<file path="config.mk">
export PLATFORM = sky130hd
export DESIGN_NAME = accel_fastram_ctrl_flat
export DESIGN_NICKNAME = d
export VERILOG_FILES = /design/src/rtl/accel_fastram_if.sv /design/src/rtl/accel_fastram_ctrl.sv /design/src/flat_wrapper.sv
export SDC_FILE = /design/constraint.sdc
export NUM_CORES = 1
export LEC_CHECK = 0
export BUFFER_PORTS_ARGS = -buffer_cell sky130_fd_sc_hd__buf_2
export CAP_MARGIN = 20
export CORE_MARGIN = 2
export CORE_UTILIZATION = 50
export CTS_CLUSTER_DIAMETER = 150
export DETAILED_ROUTE_END_ITERATION = 7
export GPL_TIMING_DRIVEN = 0
export PLACE_DENSITY = 0.68
export SYNTH_ARGS = -nofsm -noshare
export SYNTH_HDL_FRONTEND = slang
export SYNTH_SLANG_ARGS = --single-unit
</file>
<file path="constraint.sdc">
create_clock -name CLK_ACCEL -period 4.5 [get_ports CLK_ACCEL]
set_input_delay 0.45 -clock CLK_ACCEL [delete_from_list [all_inputs] [get_ports CLK_ACCEL]]
set_output_delay 0.45 -clock CLK_ACCEL [all_outputs]
set_load 0.05 [all_outputs]
</file>
<file path="src/rtl/accel_fastram_if.sv">
`timescale 1ns/1ps
// accel_fastram_if: CPU-side bus, SRAM strobes and MapROM control/status
// for accel_fastram_ctrl.
//   slave  : controller side (samples CPU signals, drives SRAM/DTACK/status)
//   master : CPU / environment side
interface accel_fastram_if #(
    parameter int unsigned NUM_WIN = 4,
    parameter int unsigned ADDR_W  = 5
);
    logic               AS_ACCEL;
    logic               UDS;
    logic               LDS;
    logic               RW;
    logic [ADDR_W-1:0]  ADDRESS;
    logic [NUM_WIN-1:0] WIN_ENABLE;
    logic               MAPROM_ARM;
    logic               MAPROM_CLEAR;
    logic               RAM_CE_n;
    logic               RAM_OE_n;
    logic               RAM_WR_n;
    logic               RAM_UB_n;
    logic               RAM_LB_n;
    logic               DTACK_FAST_n;
    logic [NUM_WIN-1:0] WIN_HIT;
    logic               MAPROM_WRITTEN;
    logic               MAPROM_ENABLED;

    modport slave (
        input  AS_ACCEL, UDS, LDS, RW, ADDRESS, WIN_ENABLE, MAPROM_ARM, MAPROM_CLEAR,
        output RAM_CE_n, RAM_OE_n, RAM_WR_n, RAM_UB_n, RAM_LB_n, DTACK_FAST_n,
               WIN_HIT, MAPROM_WRITTEN, MAPROM_ENABLED
    );

    modport master (
        output AS_ACCEL, UDS, LDS, RW, ADDRESS, WIN_ENABLE, MAPROM_ARM, MAPROM_CLEAR,
        input  RAM_CE_n, RAM_OE_n, RAM_WR_n, RAM_UB_n, RAM_LB_n, DTACK_FAST_n,
               WIN_HIT, MAPROM_WRITTEN, MAPROM_ENABLED
    );
endinterface

</file>
<file path="src/rtl/accel_fastram_ctrl.sv">
`timescale 1ns/1ps
// accel_fastram_ctrl: single-clock SRAM controller for the accelerator's
// local RAM. Decodes NUM_WIN address windows, runs the SRAM strobe sequence
// with programmable wait states and returns a fast /DTACK for claimed cycles.
// One window may act as a write-once MapROM (fill, then lock and arm reads).
// Ports:
//   CLK_ACCEL : accelerator clock, rising edge
//   RESET     : asynchronous active-low reset
//   bus       : accel_fastram_if.slave (CPU strobes/address, window enables,
//               MapROM arm/clear in; SRAM strobes, DTACK, WIN_HIT, MapROM flags out)
module accel_fastram_ctrl #(
    parameter int unsigned               NUM_WIN      = 4,
    parameter int unsigned               ADDR_W       = 5,
    parameter logic [NUM_WIN*ADDR_W-1:0] WIN_BASE     = {5'h1F, 5'h1A, 5'h19, 5'h18},
    parameter int unsigned               WAIT_STATES  = 1,
    parameter int unsigned               MAPROM_WIN   = 3,
    parameter int unsigned               MAPROM_WORDS = 262144
) (
    input  logic           CLK_ACCEL,
    input  logic           RESET,
    accel_fastram_if.slave bus
);

    // Counter holds the full MAPROM_WORDS value so it can saturate there.
    localparam int unsigned CNT_W  = $clog2(MAPROM_WORDS + 1);
    localparam int unsigned WCNT_W = 3;

    typedef enum logic [1:0] {
        S_IDLE,
        S_STROBE,
        S_WAIT,
        S_ACK
    } state_t;

    state_t              r_state;
    state_t              w_state_nxt;
    logic [WCNT_W-1:0]   r_wcnt;
    logic [WCNT_W-1:0]   w_wcnt_nxt;
    logic                r_ce_n, r_oe_n, r_wr_n, r_ub_n, r_lb_n, r_dtack_n;
    logic                w_ce_n_nxt, w_oe_n_nxt, w_wr_n_nxt, w_ub_n_nxt, w_lb_n_nxt, w_dtack_n_nxt;
    logic [NUM_WIN-1:0]  r_hit;
    logic [NUM_WIN-1:0]  w_hit_nxt;

    logic [NUM_WIN-1:0]  w_hit;
    logic                w_found;
    logic                w_is_mrom;
    logic                w_claim;
    logic                w_start;
    logic                w_abort;
    logic                w_ack_entry;

    logic                r_written;
    logic                r_enabled;
    logic                r_pend;
    logic [CNT_W-1:0]    r_cnt;

    // Window decode: lowest matching enabled window wins, then MapROM gating.
    always_comb begin
        w_hit     = '0;
        w_found   = 1'b0;
        w_is_mrom = 1'b0;
        for (int unsigned i = 0; i < NUM_WIN; i++) begin
            if (!w_found && bus.WIN_ENABLE[i] &&
                (bus.ADDRESS == WIN_BASE[i*ADDR_W +: ADDR_W])) begin
                w_found   = 1'b1;
                w_hit     = NUM_WIN'(1) << i;
                w_is_mrom = (i == MAPROM_WIN);
            end
        end
        w_claim = w_found && (!w_is_mrom ||
                              ( bus.RW &&  r_enabled) ||
                              (!bus.RW && !r_written));
    end

    // Next-state and registered-output logic.
    always_comb begin
        w_state_nxt   = r_state;
        w_wcnt_nxt    = r_wcnt;
        w_ce_n_nxt    = r_ce_n;
        w_oe_n_nxt    = r_oe_n;
        w_wr_n_nxt    = r_wr_n;
        w_ub_n_nxt    = r_ub_n;
        w_lb_n_nxt    = r_lb_n;
        w_dtack_n_nxt = r_dtack_n;
        w_hit_nxt     = r_hit;
        w_start       = 1'b0;
        w_abort       = (r_state != S_IDLE) && bus.AS_ACCEL;

        case (r_state)
            S_IDLE: begin
                w_ce_n_nxt    = 1'b1;
                w_oe_n_nxt    = 1'b1;
                w_wr_n_nxt    = 1'b1;
                w_ub_n_nxt    = 1'b1;
                w_lb_n_nxt    = 1'b1;
                w_dtack_n_nxt = 1'b1;
                w_hit_nxt     = '0;
                if (!bus.AS_ACCEL && w_claim) begin
                    w_state_nxt = S_STROBE;
                    w_ce_n_nxt  = 1'b0;
                    w_hit_nxt   = w_hit;
                    w_start     = 1'b1;
                end
            end
            // Waits here until at least one data strobe is low.
            S_STROBE: begin
                if (!bus.UDS || !bus.LDS) begin
                    w_ub_n_nxt = bus.UDS;
                    w_lb_n_nxt = bus.LDS;
                    w_oe_n_nxt = !bus.RW;
                    w_wr_n_nxt = bus.RW;
                    if (WAIT_STATES == 0) begin
                        w_state_nxt = S_ACK;
                    end else begin
                        w_state_nxt = S_WAIT;
                        w_wcnt_nxt  = WCNT_W'(WAIT_STATES);
                    end
                end
            end
            // WAIT lasts exactly WAIT_STATES clocks.
            S_WAIT: begin
                if (r_wcnt <= WCNT_W'(1)) begin
                    w_state_nxt = S_ACK;
                end else begin
                    w_wcnt_nxt = r_wcnt - WCNT_W'(1);
                end
            end
            S_ACK: begin
                w_dtack_n_nxt = 1'b0;
            end
            default: begin
                w_state_nxt = S_IDLE;
            end
        endcase

        // /AS released: drop everything on the next edge.
        if (w_abort) begin
            w_state_nxt   = S_IDLE;
            w_ce_n_nxt    = 1'b1;
            w_oe_n_nxt    = 1'b1;
            w_wr_n_nxt    = 1'b1;
            w_ub_n_nxt    = 1'b1;
            w_lb_n_nxt    = 1'b1;
            w_dtack_n_nxt = 1'b1;
            w_hit_nxt     = '0;
        end

        w_ack_entry = (w_state_nxt == S_ACK) && (r_state != S_ACK);
    end

    // State and output registers.
    always_ff @(posedge CLK_ACCEL or negedge RESET) begin
        if (!RESET) begin
            r_state   <= S_IDLE;
            r_wcnt    <= '0;
            r_ce_n    <= 1'b1;
            r_oe_n    <= 1'b1;
            r_wr_n    <= 1'b1;
            r_ub_n    <= 1'b1;
            r_lb_n    <= 1'b1;
            r_dtack_n <= 1'b1;
            r_hit     <= '0;
        end else begin
            r_state   <= w_state_nxt;
            r_wcnt    <= w_wcnt_nxt;
            r_ce_n    <= w_ce_n_nxt;
            r_oe_n    <= w_oe_n_nxt;
            r_wr_n    <= w_wr_n_nxt;
            r_ub_n    <= w_ub_n_nxt;
            r_lb_n    <= w_lb_n_nxt;
            r_dtack_n <= w_dtack_n_nxt;
            r_hit     <= w_hit_nxt;
        end
    end

    // MapROM fill counter and flags. r_pend marks a MapROM write in flight;
    // CLEAR drops it so an in-flight write is not counted.
    always_ff @(posedge CLK_ACCEL or negedge RESET) begin
        if (!RESET) begin
            r_written <= 1'b0;
            r_enabled <= 1'b0;
            r_pend    <= 1'b0;
            r_cnt     <= '0;
        end else if (bus.MAPROM_CLEAR) begin
            r_written <= 1'b0;
            r_enabled <= 1'b0;
            r_pend    <= 1'b0;
            r_cnt     <= '0;
        end else begin
            if (bus.MAPROM_ARM && r_written) begin
                r_enabled <= 1'b1;
            end
            if (w_start) begin
                r_pend <= w_is_mrom && !bus.RW;
            end else if (w_ack_entry) begin
                r_pend <= 1'b0;
            end
            if (w_ack_entry && r_pend && !r_written) begin
                r_cnt <= r_cnt + CNT_W'(1);
                if (r_cnt == CNT_W'(MAPROM_WORDS - 1)) begin
                    r_written <= 1'b1;
                end
            end
        end
    end

    assign bus.RAM_CE_n       = r_ce_n;
    assign bus.RAM_OE_n       = r_oe_n;
    assign bus.RAM_WR_n       = r_wr_n;
    assign bus.RAM_UB_n       = r_ub_n;
    assign bus.RAM_LB_n       = r_lb_n;
    assign bus.DTACK_FAST_n   = r_dtack_n;
    assign bus.WIN_HIT        = r_hit;
    assign bus.MAPROM_WRITTEN = r_written;
    assign bus.MAPROM_ENABLED = r_enabled;

endmodule
</file>
<file path="src/flat_wrapper.sv">
// flat-port wrapper written by rule: the top's interface ports become plain ports
module accel_fastram_ctrl_flat 
#(
    parameter int unsigned               NUM_WIN      = 4,
    parameter int unsigned               ADDR_W       = 5,
    parameter logic [NUM_WIN*ADDR_W-1:0] WIN_BASE     = {5'h1F, 5'h1A, 5'h19, 5'h18},
    parameter int unsigned               WAIT_STATES  = 1,
    parameter int unsigned               MAPROM_WIN   = 3,
    parameter int unsigned               MAPROM_WORDS = 262144
)
  (CLK_ACCEL, RESET, bus_AS_ACCEL, bus_UDS, bus_LDS, bus_RW, bus_ADDRESS, bus_WIN_ENABLE, bus_MAPROM_ARM, bus_MAPROM_CLEAR, bus_RAM_CE_n, bus_RAM_OE_n, bus_RAM_WR_n, bus_RAM_UB_n, bus_RAM_LB_n, bus_DTACK_FAST_n, bus_WIN_HIT, bus_MAPROM_WRITTEN, bus_MAPROM_ENABLED);
  accel_fastram_if #(.NUM_WIN(NUM_WIN), .ADDR_W(ADDR_W)) bus_i ();
  input  logic CLK_ACCEL;
  input  logic RESET;
  input wire logic [$bits(bus_i.AS_ACCEL)-1:0] bus_AS_ACCEL;
  input wire logic [$bits(bus_i.UDS)-1:0] bus_UDS;
  input wire logic [$bits(bus_i.LDS)-1:0] bus_LDS;
  input wire logic [$bits(bus_i.RW)-1:0] bus_RW;
  input wire logic [$bits(bus_i.ADDRESS)-1:0] bus_ADDRESS;
  input wire logic [$bits(bus_i.WIN_ENABLE)-1:0] bus_WIN_ENABLE;
  input wire logic [$bits(bus_i.MAPROM_ARM)-1:0] bus_MAPROM_ARM;
  input wire logic [$bits(bus_i.MAPROM_CLEAR)-1:0] bus_MAPROM_CLEAR;
  output wire logic [$bits(bus_i.RAM_CE_n)-1:0] bus_RAM_CE_n;
  output wire logic [$bits(bus_i.RAM_OE_n)-1:0] bus_RAM_OE_n;
  output wire logic [$bits(bus_i.RAM_WR_n)-1:0] bus_RAM_WR_n;
  output wire logic [$bits(bus_i.RAM_UB_n)-1:0] bus_RAM_UB_n;
  output wire logic [$bits(bus_i.RAM_LB_n)-1:0] bus_RAM_LB_n;
  output wire logic [$bits(bus_i.DTACK_FAST_n)-1:0] bus_DTACK_FAST_n;
  output wire logic [$bits(bus_i.WIN_HIT)-1:0] bus_WIN_HIT;
  output wire logic [$bits(bus_i.MAPROM_WRITTEN)-1:0] bus_MAPROM_WRITTEN;
  output wire logic [$bits(bus_i.MAPROM_ENABLED)-1:0] bus_MAPROM_ENABLED;
  assign bus_i.AS_ACCEL = bus_AS_ACCEL;
  assign bus_i.UDS = bus_UDS;
  assign bus_i.LDS = bus_LDS;
  assign bus_i.RW = bus_RW;
  assign bus_i.ADDRESS = bus_ADDRESS;
  assign bus_i.WIN_ENABLE = bus_WIN_ENABLE;
  assign bus_i.MAPROM_ARM = bus_MAPROM_ARM;
  assign bus_i.MAPROM_CLEAR = bus_MAPROM_CLEAR;
  assign bus_RAM_CE_n = bus_i.RAM_CE_n;
  assign bus_RAM_OE_n = bus_i.RAM_OE_n;
  assign bus_RAM_WR_n = bus_i.RAM_WR_n;
  assign bus_RAM_UB_n = bus_i.RAM_UB_n;
  assign bus_RAM_LB_n = bus_i.RAM_LB_n;
  assign bus_DTACK_FAST_n = bus_i.DTACK_FAST_n;
  assign bus_WIN_HIT = bus_i.WIN_HIT;
  assign bus_MAPROM_WRITTEN = bus_i.MAPROM_WRITTEN;
  assign bus_MAPROM_ENABLED = bus_i.MAPROM_ENABLED;
  accel_fastram_ctrl #(.NUM_WIN(NUM_WIN), .ADDR_W(ADDR_W), .WIN_BASE(WIN_BASE), .WAIT_STATES(WAIT_STATES), .MAPROM_WIN(MAPROM_WIN), .MAPROM_WORDS(MAPROM_WORDS)) u_core (.CLK_ACCEL(CLK_ACCEL), .RESET(RESET), .bus(bus_i));
endmodule
</file>
==> results of run 1 <==
-- flip-flops by register name (all words and copies together) (netlist names) --
name and flops:
u_core.r_pend 1, u_core.bus.RAM_CE_n 1, u_core.bus.DTACK_FAST_n 1, u_core.bus.RAM_WR_n 1, u_core.r_cnt 19, u_core.bus.RAM_UB_n 1, u_core.bus.WIN_HIT 4, u_core.r_state 2
u_core.r_wcnt 3, u_core.bus.MAPROM_WRITTEN 1, u_core.bus.RAM_OE_n 1, u_core.bus.RAM_LB_n 1, u_core.bus.MAPROM_ENABLED 1
-- per-layer routing --
metal	global-route usage (%)	share of wire (%)	vias up
met5	0	0	-
met4	8.09	1.5	0
met3	5.36	5.3	4
met2	35.1	48	49
met1	25.9	45	880
li1	-	-	923
-- stage by stage --
stage                     power, mW  std cells  hold slack, ns
after floorplan               0.686        231           0.154
after global placement        0.785        309           0.458
after detailed placement      0.789        309           0.475
after CTS                      1.10        317           0.265
after global routing           1.16        317           0.309
final                          1.09        317           0.248
-- final cells by class --
| class | count | area (µm²) | area share (%) |
|---|---|---|---|
| inverters | 9 | 33.8 | 1.40 |
| multi-input cells | 176 | 1080 | 44.8 |
| repair buffers | 28 | 140 | 5.80 |
| flip-flops and latches | 37 | 933 | 38.6 |
| clock buffers | 6 | 82.6 | 3.42 |
| plain buffers | 9 | 42.5 | 1.76 |
| clock inverters | 2 | 37.5 | 1.55 |
| well taps | 50 | 62.6 | 2.59 |
-- worst max-delay path by stage --
| stage | endpoint | slack (ns) | cells past startpoint |
|---|---|---|---|
| after global routing | u_core.r_cnt[13]$_DFFE_PN0P_ | 1.41 | 9 |
| after detailed placement | u_core.r_cnt[16]$_DFFE_PN0P_ | 1.63 | 9 |
| after global placement | u_core.r_cnt[13]$_DFFE_PN0P_ | 1.64 | 9 |
| final | u_core.r_cnt[15]$_DFFE_PN0P_ | 1.62 | 9 |
| after CTS | u_core.r_cnt[13]$_DFFE_PN0P_ | 1.62 | 9 |
| after floorplan | u_core.r_cnt[14]$_DFFE_PN0P_ | 2.06 | 9 |
-- critical path: cells and delay by family, from the launching register on --
| kind | cells | cell delay (ns) |
|---|---|---|
| compound gates | 3 | 0.78 |
| buf+inv | 3 | 0.58 |
| flops | 1 | 0.42 |
| simple gates | 2 | 0.78 |
| fa+ha+maj | 1 | 0.23 |
-- logic make-up after synthesis --
logic type	share of synthesized area, %
AOI/OAI and AO/OA	19.0
adders and majority gates	5.38
buffers and inverters	3.65
DFF	44.6
muxes	1.55
and+or+nand+nor	25.8
-- power breakdown --
group	switching [mW]	leakage, nW	internal [mW]
combinational	0.257	0.496	0.129
sequential	0.0269	0.489	0.371
clock	0.121	0.0574	0.180
-- Yosys cell counts, drive strengths merged --
master / number / area, µm²
nand4b: 1 / 8.76
nand4: 4 / 25.0
clkbuf: 5 / 18.8
or3: 9 / 56.3
or2: 1 / 6.26
buf: 4 / 23.8
a22oi: 1 / 7.51
o21ai: 19 / 95.1
dfstp: 6 / 158
o211ai: 3 / 22.5
and2: 1 / 6.26
or4: 8 / 60.1
a2111o: 1 / 11.3
a221o: 1 / 10.0
and4bb: 1 / 12.5
and3: 9 / 56.3
o31ai: 9 / 67.6
nor2b: 5 / 31.3
nand2b: 6 / 37.5
nor2: 11 / 41.3
and2b: 1 / 7.51
a211o: 1 / 8.76
nor3b: 2 / 15.0
mux2i: 1 / 10.0
nand3: 12 / 60.1
a21o: 2 / 15.0
o2111ai: 2 / 17.5
nand2: 23 / 86.3
mux2: 2 / 22.5
dfrtp: 31 / 776
ha: 9 / 113
o41ai: 1 / 8.76
a21oi: 23 / 115
nand3b: 2 / 15.0
inv: 9 / 33.8
nor3: 3 / 15.0
o211a: 1 / 10.0
a32oi: 1 / 8.76
==> flow_summary.ini, run 1 <==
[critical_path]
worst-r2r-cell-count = 9
end_kind = flop
cp-start-kind = flop
slowest_stage = or4_1
cp_cell_sequence = inv_1 > ha_1 > buf_2 > nand2b_1 > o21ai_0 > a211o_1 > buf_6 > or4_1 > a21oi_1
rr_startpoint = u_core.r_state[0]$_DFF_PN0_
reg2reg_slack_ns = 1.62
max_stage_delay_ns = 0.49
crit_type = flop to flop
startpoint = u_core.r_state[0]$_DFF_PN0_
critPathArrivalTime_ns = 3.10
r2r-end = u_core.r_cnt[15]$_DFFE_PN0P_
critPathRequiredTime_ns = 4.72
crit_fanout = 10

[timing]
slew_viol_final = 0
skew_ns = 0.00905
worst_slew_pin_slew_ns = 0.820
rsz0062_at_grt = false
slew_headroom_pct = 45.3
finalSetupViolCount = 0
fin_tns_setup_ns = 0
hold_viol = 0
postLayoutSetupSlackWorst_ns = 1.62
period_share_pct = 64.0
period_needed_ns = 2.88
max_freq_mhz = 347

[routing]
wl_per_cell_um = 14.3
ant_nets = 0
vias_per_cell = 5.85
first_iter_violations = 65
vias = 1856
drtPass1Iterations = 4
drc = 0
drt-total-wl_mm = 4.53

[outcome]
status = completed

[cts]
insertion_delay_ns = 0.29
numCtsBuffers = 5
cts_max_level = 2
post_cts_resized = 0
cts_root_buf = clkbuf_8
cts_sinks = 37
cts_hold_buffers = 0
cts_tree = done
clockBufferDepth = 2
cts_setup_buffers = 0
path_clk_slew_ns = 0.07

[layout]
utilization_pct = 60.0
final_nets = 292
fillCellCount = 357
final_common_cell = dfrtp_1
diodes = 0
syn_to_final_growth_pct = 15.4
final_layout_size_suffix_gt1_share_pct = 18.0
final_area_mm2 = 0.00242
most-common-layout-cells = dfrtp_1, buf_2, a21oi_1, nand2_1, o21ai_0

[logic_synthesis]
ys_types = 40
netlist_instances = 231
synth_nets = 257
syn_avg_cell_area_um2 = 9.06
yosys_register_bits = 37
syn_area_mm2 = 0.00209
yosysSeqAreaShare_pct = 44.6
yosysWarnings = 0

[power]
ir_drop_mv = 0.199
pwr_density_cell_mw_per_mm2 = 449
cellLeakagePower_nw = 1.04

[global_routing]
grt_max_degree = 38
grt_usage_pct = 21.0
grt_pass1_wl_mm = 7.27
antenna_found_initial = 0
grt_pass1_vias = 1635
grt_overflow = 0

[floorplan]
dieWidth_um = 68.7
num_rows = 23
die_area_mm2 = 0.00472
die_h_um = 68.7
pin_count = 29
core_mm2 = 0.00403
start_util_pct = 52.0

[place]
pre_cts_ws_ns = 1.63
portBuffers = 28
globalplace.congestion = 0.753
place_hpwl_mm = 3.25
post_dp_cell_area_mm2 = 0.00230

[flow_run]
drv_cap = 0

[min_path]
hold_class = input port to async pin
Note: power is estimated with default switching activity, not from simulation.
==> run 2, diff against run 1 <==
--- a/config.mk
+++ b/config.mk
@@ -5,6 +5,7 @@
 export SDC_FILE = /design/constraint.sdc
 export NUM_CORES = 1
 export LEC_CHECK = 0
+export ABC_AREA = 1
 export BUFFER_PORTS_ARGS = -buffer_cell sky130_fd_sc_hd__buf_2
 export CAP_MARGIN = 20
 export CORE_MARGIN = 2
@@ -12,7 +13,7 @@
 export CTS_CLUSTER_DIAMETER = 150
 export DETAILED_ROUTE_END_ITERATION = 7
 export GPL_TIMING_DRIVEN = 0
-export PLACE_DENSITY = 0.68
+export PLACE_DENSITY = 0.67
 export SYNTH_ARGS = -nofsm -noshare
 export SYNTH_HDL_FRONTEND = slang
 export SYNTH_SLANG_ARGS = --single-unit
==> constraint.sdc (replaced) <==
create_clock -name CLK_ACCEL -period 2.7 [get_ports CLK_ACCEL]
set_input_delay 0.27 -clock CLK_ACCEL [delete_from_list [all_inputs] [get_ports CLK_ACCEL]]
set_output_delay 0.27 -clock CLK_ACCEL [all_outputs]
set_load 0.05 [all_outputs]
==> flow_summary.ini, run 2 <==
[outcome]
status = completed

[flow_run]
drv_cap = 0

[logic_synthesis]
ys_types = 31
yosys-top-cells-area = dfrtp_1, nand2_1, dfstp_2
netlist.area_leader.share_pct = 32.4
synth_xor_area_share_pct = 6.21
synth-edff-count = 0
syn_avg_cell_area_um2 = 7.83
synthMuxAreaShare_pct = 0
yosys_register_bits = 37
ys_top_cells_by_count = nand2_1, inv_1, dfrtp_1, nor2_1, nand4_1
yosysTopAreaCell = dfrtp_1
synth_nets = 332
yosysWarnings = 0
yosysSeqAreaShare_pct = 39.0
synthAdderAreaFrac_pct = 4.70
synth.most_common_cell = nand2_1
synth_top_flop_cell = dfrtp_1
synth_top_family_by_area = simple AND/OR/NAND/NOR gates
async_reset_ff_share_pct = 100
syn_area_mm2 = 0.00240
netlist_instances = 306
synth-simple-area-share_pct = 35.5
synth_compound_area_share_pct = 5.69

[floorplan]
die_h_um = 73.2
pin_count = 29
dieWidth_um = 73.2
start_util_pct = 51.4
core_mm2 = 0.00466
die_area_mm2 = 0.00536
num_rows = 25

[cts]
cts_max_level = 2
cts_sinks = 37
path_clk_slew_ns = 0.07
post_cts_resized = 0
insertion_delay_ns = 0.28
cts_setup_buffers = 0
clockBufferDepth = 2
cts_tree = done
cts_root_buf = clkbuf_8
cts_hold_buffers = 0
numCtsBuffers = 5

[global_routing]
grt_pass1_vias = 2030
antenna_found_initial = 0
grt_overflow = 0
grt_max_degree = 38
grt_usage_pct = 20.7
grt_pass1_wl_mm = 8.68

[power]
totalPowerFinal_mw = 1.81
pwr_density_cell_mw_per_mm2 = 666
ir_drop_mv = 0.275
cellLeakagePower_nw = 1.47

[timing]
hold_viol = 0
rsz0062_at_grt = false
postLayoutSetupSlackWorst_ns = 0.549
fin_tns_setup_ns = 0
period_share_pct = 79.7
worst_slew_pin_slew_ns = 0.791
max_freq_mhz = 465
skew_ns = 0.00664
slew_viol_final = 0
finalSetupViolCount = 0
slew_headroom_pct = 47.3
period_needed_ns = 2.15

[critical_path]
cp_cell_sequence = inv_1 > ha_1 > nor2_1 > clkinv_1 > nand2_1 > inv_1 > nand3_2 > nor2_4 > nand2_4 > buf_6 > nand3_2 > nand2_1
cp-start-kind = flop
crit_type = flop to flop
worst-r2r-cell-count = 12
rr_startpoint = u_core.r_state[1]$_DFF_PN0_
crit_fanout = 10
slowest_stage = dfrtp_1
r2r-end = u_core.r_cnt[14]$_DFFE_PN0P_
reg2reg_slack_ns = 0.55
critPathArrivalTime_ns = 2.33
max_stage_delay_ns = 0.45
critPathRequiredTime_ns = 2.88
end_kind = flop

[min_path]
hold_class = input port to async pin

[layout]
instances_no_fill = 396
final_common_cell = nand2_1
most-common-layout-cells = nand2_1, inv_1, dfrtp_1, buf_2, nor2_1
fillCellCount = 461
largest_reg_flops = 19
final_nets = 367
final_layout_size_suffix_gt1_share_pct = 18.4
diodes = 0
final_area_mm2 = 0.00272
syn_to_final_growth_pct = 13.5
largest_register = u_core.r_cnt

[routing]
drt-total-wl_mm = 4.85
drc = 0
ant_nets = 0
vias = 2128
first_iter_violations = 84
vias_per_cell = 5.37
drtPass1Iterations = 4
wl_per_cell_um = 12.3

[place]
post_dp_cell_area_mm2 = 0.00260
place_hpwl_mm = 3.57
portBuffers = 28
dp_cells = 388
globalplace.congestion = 0.998
pre_cts_ws_ns = 0.544
## run 2: cell types whose count changed after synthesis, moves of 10 or more
cell / previous run / this run
inv_1: 9 / 42
nand4_1: 4 / 24
nand2_1: 23 / 71
nor2_1: 11 / 25
o21ai_0: 19 / 5
a21oi_1: 23 / 6
nand3_1: 12 / 22
xor2_1: 0 / 16
nand3_2: 0 / 12
## run 2: power by group
part / internal [mW] / switching (mW)
sequential: 0.632 / 0.0382
combinational: 0.200 / 0.444
clock: 0.301 / 0.195
## run 2: worst max-delay path by stage
stage,from,to,slack (ns),cells after the start
floorplan,u_core.r_state[0]$_DFF_PN0_,u_core.r_cnt[8]$_DFFE_PN0P_,0.85,12
global placement,u_core.r_state[1]$_DFF_PN0_,u_core.r_cnt[8]$_DFFE_PN0P_,0.56,12
detailed placement,u_core.r_state[1]$_DFF_PN0_,u_core.r_cnt[15]$_DFFE_PN0P_,0.54,12
CTS,u_core.r_state[1]$_DFF_PN0_,u_core.r_cnt[8]$_DFFE_PN0P_,0.52,12
global route,u_core.r_state[1]$_DFF_PN0_,u_core.r_cnt[8]$_DFFE_PN0P_,0.34,12
finish,u_core.r_state[1]$_DFF_PN0_,u_core.r_cnt[14]$_DFFE_PN0P_,0.55,12
## run 2: area by class of cell
cell class / count / area [µm²] / share of cell area (%)
buffer: 9 / 50.0 / 1.84
clock buffer: 7 / 86.3 / 3.17
clock inverter: 1 / 30.0 / 1.10
inverter: 44 / 165 / 6.07
multi-input combinational: 216 / 1250 / 45.9
sequential: 37 / 933 / 34.3
tap: 54 / 67.6 / 2.48
timing repair buffer: 28 / 140 / 5.15
## run 2: cell families (layout without fill, tap and decap cells)
family / count (synthesis) / in the layout
AOI/OAI and AO/OA: 21 / 21
xor gates and xnor gates: 17 / 17
buffers and inverters: 53 / 89
DFF: 37 / 37
and+or+nand+nor: 169 / 169
adders and majority gates: 9 / 9
## run 2: worst max-delay path: cells and delay by family (launching register included)
family | cells | cell delay [ns]
simple gates | 7 | 0.64
fa+ha+maj | 1 | 0.36
flops | 1 | 0.45
buf+inv | 4 | 0.58
## run 2: metal layers
metal	part of all wire (%)	vias up	track usage (%)	wire, µm
met5	0	-	0	0
met4	1.7	0	6.79	81
met3	4.1	8	4.14	198
met2	49	50	35.8	2390
met1	45	998	25.6	2180
li1	-	1072	-	-
## run 2: per-stage QoR
step / hold WS (ns) / util, %
floorplan: -0.0256 / -
finish: 0.0633 / 58.4
detailed placement: 0.409 / 55.9
global placement: 0.411 / 55.9
global route: 0.132 / 58.4
CTS: 0.0932 / 58.4
==> run 3, diff against run 2 <==
==> constraint.sdc (replaced) <==
create_clock -name CLK_ACCEL -period 2.1 [get_ports CLK_ACCEL]
set_input_delay 0.21 -clock CLK_ACCEL [delete_from_list [all_inputs] [get_ports CLK_ACCEL]]
set_output_delay 0.21 -clock CLK_ACCEL [all_outputs]
set_load 0.05 [all_outputs]
==> flow_summary.ini, run 3 (same netlist as run 2, synthesis figures left out) <==
[layout]
syn_to_final_growth_pct = 15.5
final_layout_size_suffix_gt1_share_pct = 21.8
utilization_pct = 59.4
diodes = 0
largest_reg_flops = 19
final_nets = 369
instances_no_fill = 398
fillCellCount = 454
largest_register = u_core.r_cnt
most-common-layout-cells = nand2_1, inv_1, dfrtp_1, buf_2, nor2_1
final_common_cell = nand2_1

[flow_run]
drv_cap = 0

[cts]
insertion_delay_ns = 0.29
cts_root_buf = clkbuf_8
clockBufferDepth = 2
cts_sinks = 37
numCtsBuffers = 5
path_clk_slew_ns = 0.08
cts_tree = done
cts_max_level = 2
cts_hold_buffers = 0

[critical_path]
crit_type = flop to flop
crit_fanout = 10
rr_startpoint = u_core.r_state[1]$_DFF_PN0_
cp-start-kind = flop
critPathRequiredTime_ns = 2.27
startpoint = u_core.r_state[1]$_DFF_PN0_
end_kind = flop
critPathArrivalTime_ns = 2.18
worst-r2r-cell-count = 12

[timing]
hold_viol = 0
fin_tns_setup_ns = 0
skew_ns = 0.00802
worst_slew_pin_slew_ns = 0.814
holdWs_ns = 0.0109
period_share_pct = 95.5
period_needed_ns = 2.00
max_freq_mhz = 499
postLayoutSetupSlackWorst_ns = 0.0951
slew_headroom_pct = 45.8
slew_viol_final = 0
finalSetupViolCount = 0

[place]
place_hpwl_mm = 3.57
dp_cells = 388
portBuffers = 28
pre_cts_ws_ns = -0.0562
globalplace.congestion = 0.998

[global_routing]
grt_usage_pct = 20.7
grt_max_degree = 38
grt_pass1_vias = 2030
antenna_found_initial = 0
grt_pass1_wl_mm = 8.68
grt_overflow = 0

[routing]
drc = 0
drt-total-wl_mm = 5.03
ant_nets = 0
drtPass1Iterations = 4
vias = 2099
first_iter_violations = 79
vias_per_cell = 5.27
wl_per_cell_um = 12.6

[power]
pwr_density_cell_mw_per_mm2 = 878
cellLeakagePower_nw = 1.48
ir_drop_mv = 0.407

[floorplan]
core_mm2 = 0.00466
pin_count = 29
num_rows = 25
die_h_um = 73.2
die_area_mm2 = 0.00536
start_util_pct = 51.4
dieWidth_um = 73.2

[outcome]
status = completed

[min_path]
hold_class = input port to async pin
-- run 3: changes by cell type in the layout (fill, tap and decap cells not counted), sizes merged --
| cell | change |
|---|---|
| buf | +2 |
| clkinv | -1 |
| inv | +1 |
-- run 3: where the power goes --
group	leakage, nW	internal (mW)	total (mW)	switching, mW
logic	0.928	0.312	0.919	0.607
registers	0.489	0.814	0.869	0.0549
clock network	0.0585	0.387	0.643	0.255
total	1.48	1.51	2.43	0.917
-- run 3: metal layers --
| metal | vias to the layer above | routed length [µm] | global-route usage [%] |
|---|---|---|---|
| li1 | 1075 | - | - |
| met4 | 0 | 80 | 6.79 |
| met1 | 972 | 2280 | 25.6 |
| met3 | 8 | 176 | 4.14 |
| met2 | 44 | 2490 | 35.8 |
| met5 | - | 0 | 0 |
-- run 3: final cells by class --
type                       count  area, µm²  area share, %
timing repair buffer          30        155           5.61
tap                           54       67.6           2.44
buffer                         9       50.0           1.81
multi-input combinational    216       1280           46.2
clock inverter                 1       30.0           1.08
sequential                    37        935           33.8
clock buffer                   7       86.3           3.12
inverter                      44        165           5.97
-- run 3: repair_timing --
item                       4_1_cts  5_1_grt
buffers inserted                 0        2
gates resized for setup          1       10
pin swaps                        0        0
setup endpoints to repair       15       20
-- run 3: critical path, stage by stage (launching register included) --
cell     delay [ns]
dfrtp_2        0.46
inv_2          0.12
ha_2           0.23
nand2_1        0.11
a21oi_2        0.17
nor2_1         0.08
nand2_1        0.08
nand3_2        0.08
nor2_4         0.14
nand2_4        0.12
buf_6          0.19
nand3_2        0.06
nand2_1        0.05
-- run 3: per-stage QoR --
step / cell area, µm² / power [mW]
detailed placement: 2600 / 1.71
global placement: 2600 / 1.70
global route: 2770 / 2.62
floorplan: 2400 / 1.53
finish: 2770 / 2.43
CTS: 2720 / 2.37
-- run 3: path summary, 6_finish.rpt --
kind	to	slack, ns
setup / recovery	u_core.r_cnt[8]$_DFFE_PN0P_	0.1
hold / removal	u_core.bus.WIN_HIT[0]$_DFFE_PN0P_	0.01
setup reg to reg	u_core.r_cnt[8]$_DFFE_PN0P_	0.1
hold reg to reg	u_core.bus.WIN_HIT[2]$_DFFE_PN0P_	0.49
max in group asynchronous	u_core.r_state[1]$_DFF_PN0_	1.53
min in group CLK_ACCEL	u_core.bus.MAPROM_ENABLED$_DFFE_PN0P_	0.09
